**config.mk**
```make
export PLATFORM = sky130hd
export DESIGN_NAME = i2s_mic_emulator
export DESIGN_NICKNAME = d
export VERILOG_FILES = /design/src/rtl/i2s_mic_emulator.sv
export SDC_FILE = /design/constraint.sdc
export NUM_CORES = 1
export LEC_CHECK = 0
export BUFFER_PORTS_ARGS = -buffer_cell sky130_fd_sc_hd__buf_2
export CAP_MARGIN = 30
export CORE_MARGIN = 3
export CORE_UTILIZATION = 46
export CTS_BUF_LIST = sky130_fd_sc_hd__clkbuf_4 sky130_fd_sc_hd__clkbuf_8 sky130_fd_sc_hd__clkbuf_16
export CTS_CLUSTER_DIAMETER = 30
export DETAILED_ROUTE_END_ITERATION = 8
export PLACE_DENSITY_LB_ADDON = 0.25
export SYNTH_ARGS = -nofsm -noshare
export SYNTH_HDL_FRONTEND = slang
export SYNTH_SLANG_ARGS = --single-unit
```
**constraint.sdc**
```tcl
create_clock -name clock -period 3.9 [get_ports clock]
set_input_delay 1.17 -clock clock [delete_from_list [all_inputs] [get_ports clock]]
set_output_delay 1.17 -clock clock [all_outputs]
set_load 0.03 [all_outputs]
```
**src/rtl/i2s_mic_emulator.sv**
```systemverilog
// I2S slave transmitter that follows an external SCK/WS and sends stereo samples MSB first on SD.
// Each stereo frame is taken from a one-frame holding buffer, which a valid/ready handshake fills.
module i2s_mic_emulator #(
  parameter int DATA_WIDTH = 18,
  parameter int SLOT_WIDTH = 32
) (
  input  logic                  clock,
  input  logic                  reset,
  input  logic                  i2s_sck,
  input  logic                  i2s_ws,
  output logic                  i2s_sd,
  input  logic [DATA_WIDTH-1:0] sample_l,
  input  logic [DATA_WIDTH-1:0] sample_r,
  input  logic                  sample_valid,
  output logic                  sample_ready,
  output logic                  frame_start,
  output logic                  underrun
);

  localparam int CNT_W = $clog2(SLOT_WIDTH + 1);
  localparam logic [CNT_W-1:0] BIT_SAT = CNT_W'(DATA_WIDTH);

  logic [1:0]            sck_sync_reg;
  logic                  sck_hist_reg;
  logic [1:0]            ws_sync_reg;
  logic                  ws_last_reg;

  logic [DATA_WIDTH-1:0] hold_l_reg, hold_l_next;
  logic [DATA_WIDTH-1:0] hold_r_reg, hold_r_next;
  logic                  hold_full_reg, hold_full_next;
  logic [DATA_WIDTH-1:0] frame_l_reg, frame_l_next;
  logic [DATA_WIDTH-1:0] frame_r_reg, frame_r_next;
  logic                  underrun_next;

  logic [DATA_WIDTH-1:0] shreg_reg, shreg_next;
  logic [CNT_W-1:0]      bit_cnt_reg, bit_cnt_next;
  logic                  sd_reg, sd_next;
  logic                  frame_start_reg, underrun_reg;

  logic sck_fall;
  logic ws_now;
  logic slot_start;
  logic left_start;
  logic transfer;

  assign sck_fall   = sck_hist_reg & ~sck_sync_reg[1];
  assign ws_now     = ws_sync_reg[1];
  assign slot_start = sck_fall & (ws_now != ws_last_reg);
  assign left_start = slot_start & ~ws_now;
  assign transfer   = sample_valid & ~hold_full_reg;

  assign sample_ready = ~hold_full_reg;
  assign i2s_sd       = sd_reg;
  assign frame_start  = frame_start_reg;
  assign underrun     = underrun_reg;

  // Both pins go through the same flop depth so that WS stays aligned with the SCK edge it belongs to.
  always_ff @(posedge clock) begin
    if (reset) begin
      sck_sync_reg <= 2'b11;
      sck_hist_reg <= 1'b1;
      ws_sync_reg  <= 2'b11;
    end else begin
      sck_sync_reg <= {sck_sync_reg[0], i2s_sck};
      sck_hist_reg <= sck_sync_reg[1];
      ws_sync_reg  <= {ws_sync_reg[0], i2s_ws};
    end
  end

  always_comb begin
    hold_l_next    = hold_l_reg;
    hold_r_next    = hold_r_reg;
    hold_full_next = hold_full_reg;
    frame_l_next   = frame_l_reg;
    frame_r_next   = frame_r_reg;
    underrun_next  = 1'b0;

    if (transfer) begin
      hold_l_next    = sample_l;
      hold_r_next    = sample_r;
      hold_full_next = 1'b1;
    end

    // A frame offered in the very cycle the left slot opens bypasses the holding buffer.
    if (left_start) begin
      if (hold_full_reg) begin
        frame_l_next   = hold_l_reg;
        frame_r_next   = hold_r_reg;
        hold_full_next = 1'b0;
      end else if (transfer) begin
        frame_l_next   = sample_l;
        frame_r_next   = sample_r;
        hold_full_next = 1'b0;
      end else begin
        frame_l_next  = '0;
        frame_r_next  = '0;
        underrun_next = 1'b1;
      end
    end
  end

  always_comb begin
    shreg_next   = shreg_reg;
    bit_cnt_next = bit_cnt_reg;
    sd_next      = sd_reg;

    if (slot_start) begin
      bit_cnt_next = '0;
      shreg_next   = ws_now ? frame_r_reg : frame_l_next;
      sd_next      = 1'b0;
    end else if (sck_fall) begin
      if (bit_cnt_reg < BIT_SAT) begin
        sd_next      = shreg_reg[DATA_WIDTH-1];
        shreg_next   = {shreg_reg[DATA_WIDTH-2:0], 1'b0};
        bit_cnt_next = bit_cnt_reg + CNT_W'(1);
      end else begin
        sd_next      = 1'b0;
        bit_cnt_next = BIT_SAT;
      end
    end
  end

  always_ff @(posedge clock) begin
    if (reset) begin
      ws_last_reg     <= 1'b1;
      hold_l_reg      <= '0;
      hold_r_reg      <= '0;
      hold_full_reg   <= 1'b0;
      frame_l_reg     <= '0;
      frame_r_reg     <= '0;
      shreg_reg       <= '0;
      bit_cnt_reg     <= BIT_SAT;
      sd_reg          <= 1'b0;
      frame_start_reg <= 1'b0;
      underrun_reg    <= 1'b0;
    end else begin
      if (slot_start) begin
        ws_last_reg <= ws_now;
      end
      hold_l_reg      <= hold_l_next;
      hold_r_reg      <= hold_r_next;
      hold_full_reg   <= hold_full_next;
      frame_l_reg     <= frame_l_next;
      frame_r_reg     <= frame_r_next;
      shreg_reg       <= shreg_next;
      bit_cnt_reg     <= bit_cnt_next;
      sd_reg          <= sd_next;
      frame_start_reg <= left_start;
      underrun_reg    <= underrun_next;
    end
  end

endmodule

```
==> out/qor.yml <==
status:
  status: "completed"
min_path:
  holdPathStages: 1
  hold_class: "flip-flop to flip-flop"
  hold_start: "sck_sync_reg[0]"
  min_to: "sck_sync_reg[1]"
placement:
  dpl_cell_area_sq_mm: 0.00428
  dp_hpwl_mm: 5.90
  dp_slack_ps: 1120
  io_buffers: 44
  placed_cells: 586
  gp_congestion: 0.740
global_route:
  gr-total-overflow: 0
  grt_max_degree: 59
  grt_pass1_vias: 3153
  antenna_found_initial: 0
  grt_usage: 0.189
  grt_pass1_wl_mm: 15.6
power:
  p_leak_nw: 1.59
  power_density_mw_per_mm2: 401
  power_mw: 1.81
  peakVddDrop_mv: 0.230
floorplanning:
  ios: 45
  die_h_microns: 101
  die_area_sq_mm: 0.0101
  initial_utilization: 0.488
  coreArea_sq_mm: 0.00846
  num_rows: 33
  chipWidth_microns: 101
layout:
  fin_cells: 602
  fill_cells: 826
  diodes: 0
  layout-drive-gt1-share: 0.211
  final_core_util: 0.531
  areaGrowthSynthToFinish_pct: 8.97
  fin_nets: 534
  multi_input_area_sq_mm: 0.00210
  fin_area_sq_mm: 0.00450
  seqCellArea_sq_mm: 0.00176
worst_setup_path:
  crit_type: "primary input to flip-flop"
  cp.arrival_ps: 2730
  critical_path.endpoint_type: "flip-flop"
  r2r-start: "sck_hist_reg"
  cp_slowest_cell: "nor2b_4"
  worst-r2r-cell-count: 4
  r2r_end: "shreg_reg[16]"
  worst_path_largest_cell_delay_ps: 580
  path_max_fanout: 30
  critPathRequiredTime_ps: 4200
  crit_path_cell_trace: "buf_2 > nor2b_4 > buf_4 > a22oi_1 > o211ai_1 > a22o_1"
  startpoint_type: "primary input"
  rrSetupSlack_ps: 1650
routing:
  firstDrtPassIters: 5
  vias: 3449
  ant_nets: 0
  vias_per_cell: 5.73
  post_drt_wl_per_cell_microns: 15.5
  drt_wl_total_mm: 9.31
  drc_errors: 0
  drtIter0Drc: 181
yosys:
  synthMuxAreaShare: 0
  avgSynthCellArea_sq_um: 8.65
  synth_adder_area_share: 0.00303
  synthSimpleGateAreaFrac: 0.226
  ys_seq_area_frac: 0.427
  synthCells: 477
  synth_top_family_by_area: "compound AO/OA/AOI/OAI gates"
  ys_types: 44
  synth-compound-area-share: 0.273
  synth_fp_nets: 519
  synth_warnings: 0
  ys_ff_latch: 88
  syn-cell-area_sq_mm: 0.00413
  synth-xor-area-share: 0.00606
sta:
  hold_ws_ps: 413
  hold_violations: 0
  rsz0062_at_grt: "false"
  period_minus_slack_ps: 2430
  max_freq_mhz: 412
  setup_viol: 0
  relSlewSlack: 0.314
  finalSetupTns_ps: 0
  drv_slew: 0
  finalCritPeriodShare: 0.623
  setup_ws_ps: 1470
  worstMarginPinSlew_ps: 1020
  fin_worst_skew_ps: 8.52
clock_network:
  cts_tree: "built"
  clk_pin_slew_worst_paths_ps: 90
  cts_made_buffers: 9
  post_cts_resize_count: 0
  htree_num_levels: 3
  clk_path_buf_depth: 2
  clk_latency_ps: 350
  cts.sinks: 88
  cts_setup_buffers: 0
  cts-root-buf: "clkbuf_8"
  ctsHoldBuffers: 0
job:
  drv_cap: 0
==> synthesized netlist by cell type <==
cell       n  share of area
buf_6      2         0.0055
nand3_1    2         0.0024
nor3_1     3         0.0036
nand2_1   98          0.089
ha_1       1         0.0030
a22o_1    18          0.038
o311ai_0   1         0.0021
nor2b_2    1         0.0021
and2_4     1         0.0021
nand2b_1   2         0.0030
o211ai_1  17          0.031
nor4bb_1  17          0.041
a31oi_1    1         0.0015
buf_4      4         0.0073
a21oi_2    1         0.0021
o21a_1     1         0.0018
nor2_2    10          0.015
xor2_1     1         0.0021
buf_12     2         0.0097
nand3b_1   2         0.0036
o21ai_0   38          0.046
a21oi_1   42          0.051
buf_1      5         0.0045
and2_1    18          0.027
nor4_1     2         0.0030
a22oi_1   17          0.031
nor2_1    12          0.011
o31a_1     1         0.0021
a311oi_1   2         0.0042
nor3b_1    1         0.0018
buf_2     11          0.013
xnor2_2    1         0.0039
nor3_4     1         0.0039
o22ai_1    1         0.0015
dfxtp_1   88           0.43
nor2b_1    3         0.0045
inv_1      1        0.00091
buf_8      1         0.0036
and3b_1    1         0.0021
or2_2      5         0.0076
a311oi_2  16          0.058
nand4b_1   1         0.0021
o31ai_1    1         0.0018
clkbuf_1  23          0.021
==> critical path, delay by kind of cell <==
kind / cells / cell delay [ps]
AO/OA/AOI/OAI: 3 / 440
buffers and inverters: 2 / 520
AND/OR/NAND/NOR: 1 / 580
==> cell families (layout without fill, tap and decap cells) <==
kind of cell	Yosys count	count (layout)
buf+inv	49	69
compound gates	157	157
xor+xnor	2	2
fa+ha+maj	1	1
simple gates	180	180
flops	88	88
==> layout by cell type, fill, tap and decap left out, types with 2 or more instances in the layout <==
master	instances
and2_1	18
o21ai_0	38
nand3_1	2
nand2b_1	2
nand3b_1	2
a311oi_2	16
clkbuf_8	9
buf_4	8
a21oi_1	42
buf_2	44
nor4_1	2
a311oi_1	2
a22o_1	18
or2_2	5
nor4bb_1	17
nor2b_1	2
o211ai_1	17
dfxtp_1	88
a22oi_1	17
clkinv_2	2
nor3_1	3
bufinv_16	2
nor2_2	10
nand2_1	98
nor2_1	12
==> worst max path at each step <==
stage                   from              end  slack [ps]
2_1_floorplan   sample_valid   frame_r_reg[6]        1750
3_3_place_gp    sample_valid    shreg_reg[12]        1160
3_5_place_dp    sample_valid     shreg_reg[9]        1120
4_1_cts        hold_full_reg     sample_ready        1480
5_1_grt         sample_valid  frame_r_reg[16]        1320
6_report        sample_valid    shreg_reg[10]        1470
==> power breakdown <==
group / total, mW / internal [mW] / switching, mW
clock: 0.697 / 0.362 / 0.335
sequential: 0.947 / 0.926 / 0.0207
combinational: 0.161 / 0.0569 / 0.105
total: 1.81 / 1.34 / 0.460
==> per-layer routing <==
| metal | wire length, microns | part of all wire | track usage |
|---|---|---|---|
| met5 | 0 | 0 | 0 |
| met4 | 118 | 0.013 | 0.0653 |
| met3 | 487 | 0.052 | 0.0332 |
| met2 | 4100 | 0.44 | 0.270 |
| met1 | 4600 | 0.49 | 0.285 |
==> final cells by class <==
cell class                      count  share of cell area
Clock buffer                        9              0.0275
Clock inverter                      7              0.0211
Inverter                            1            0.000834
Multi-Input combinational cell    340               0.467
Sequential cell                    88               0.392
Tap cell                          105              0.0292
Timing Repair Buffer               52              0.0623
Power figures use the tool's default switching activity.
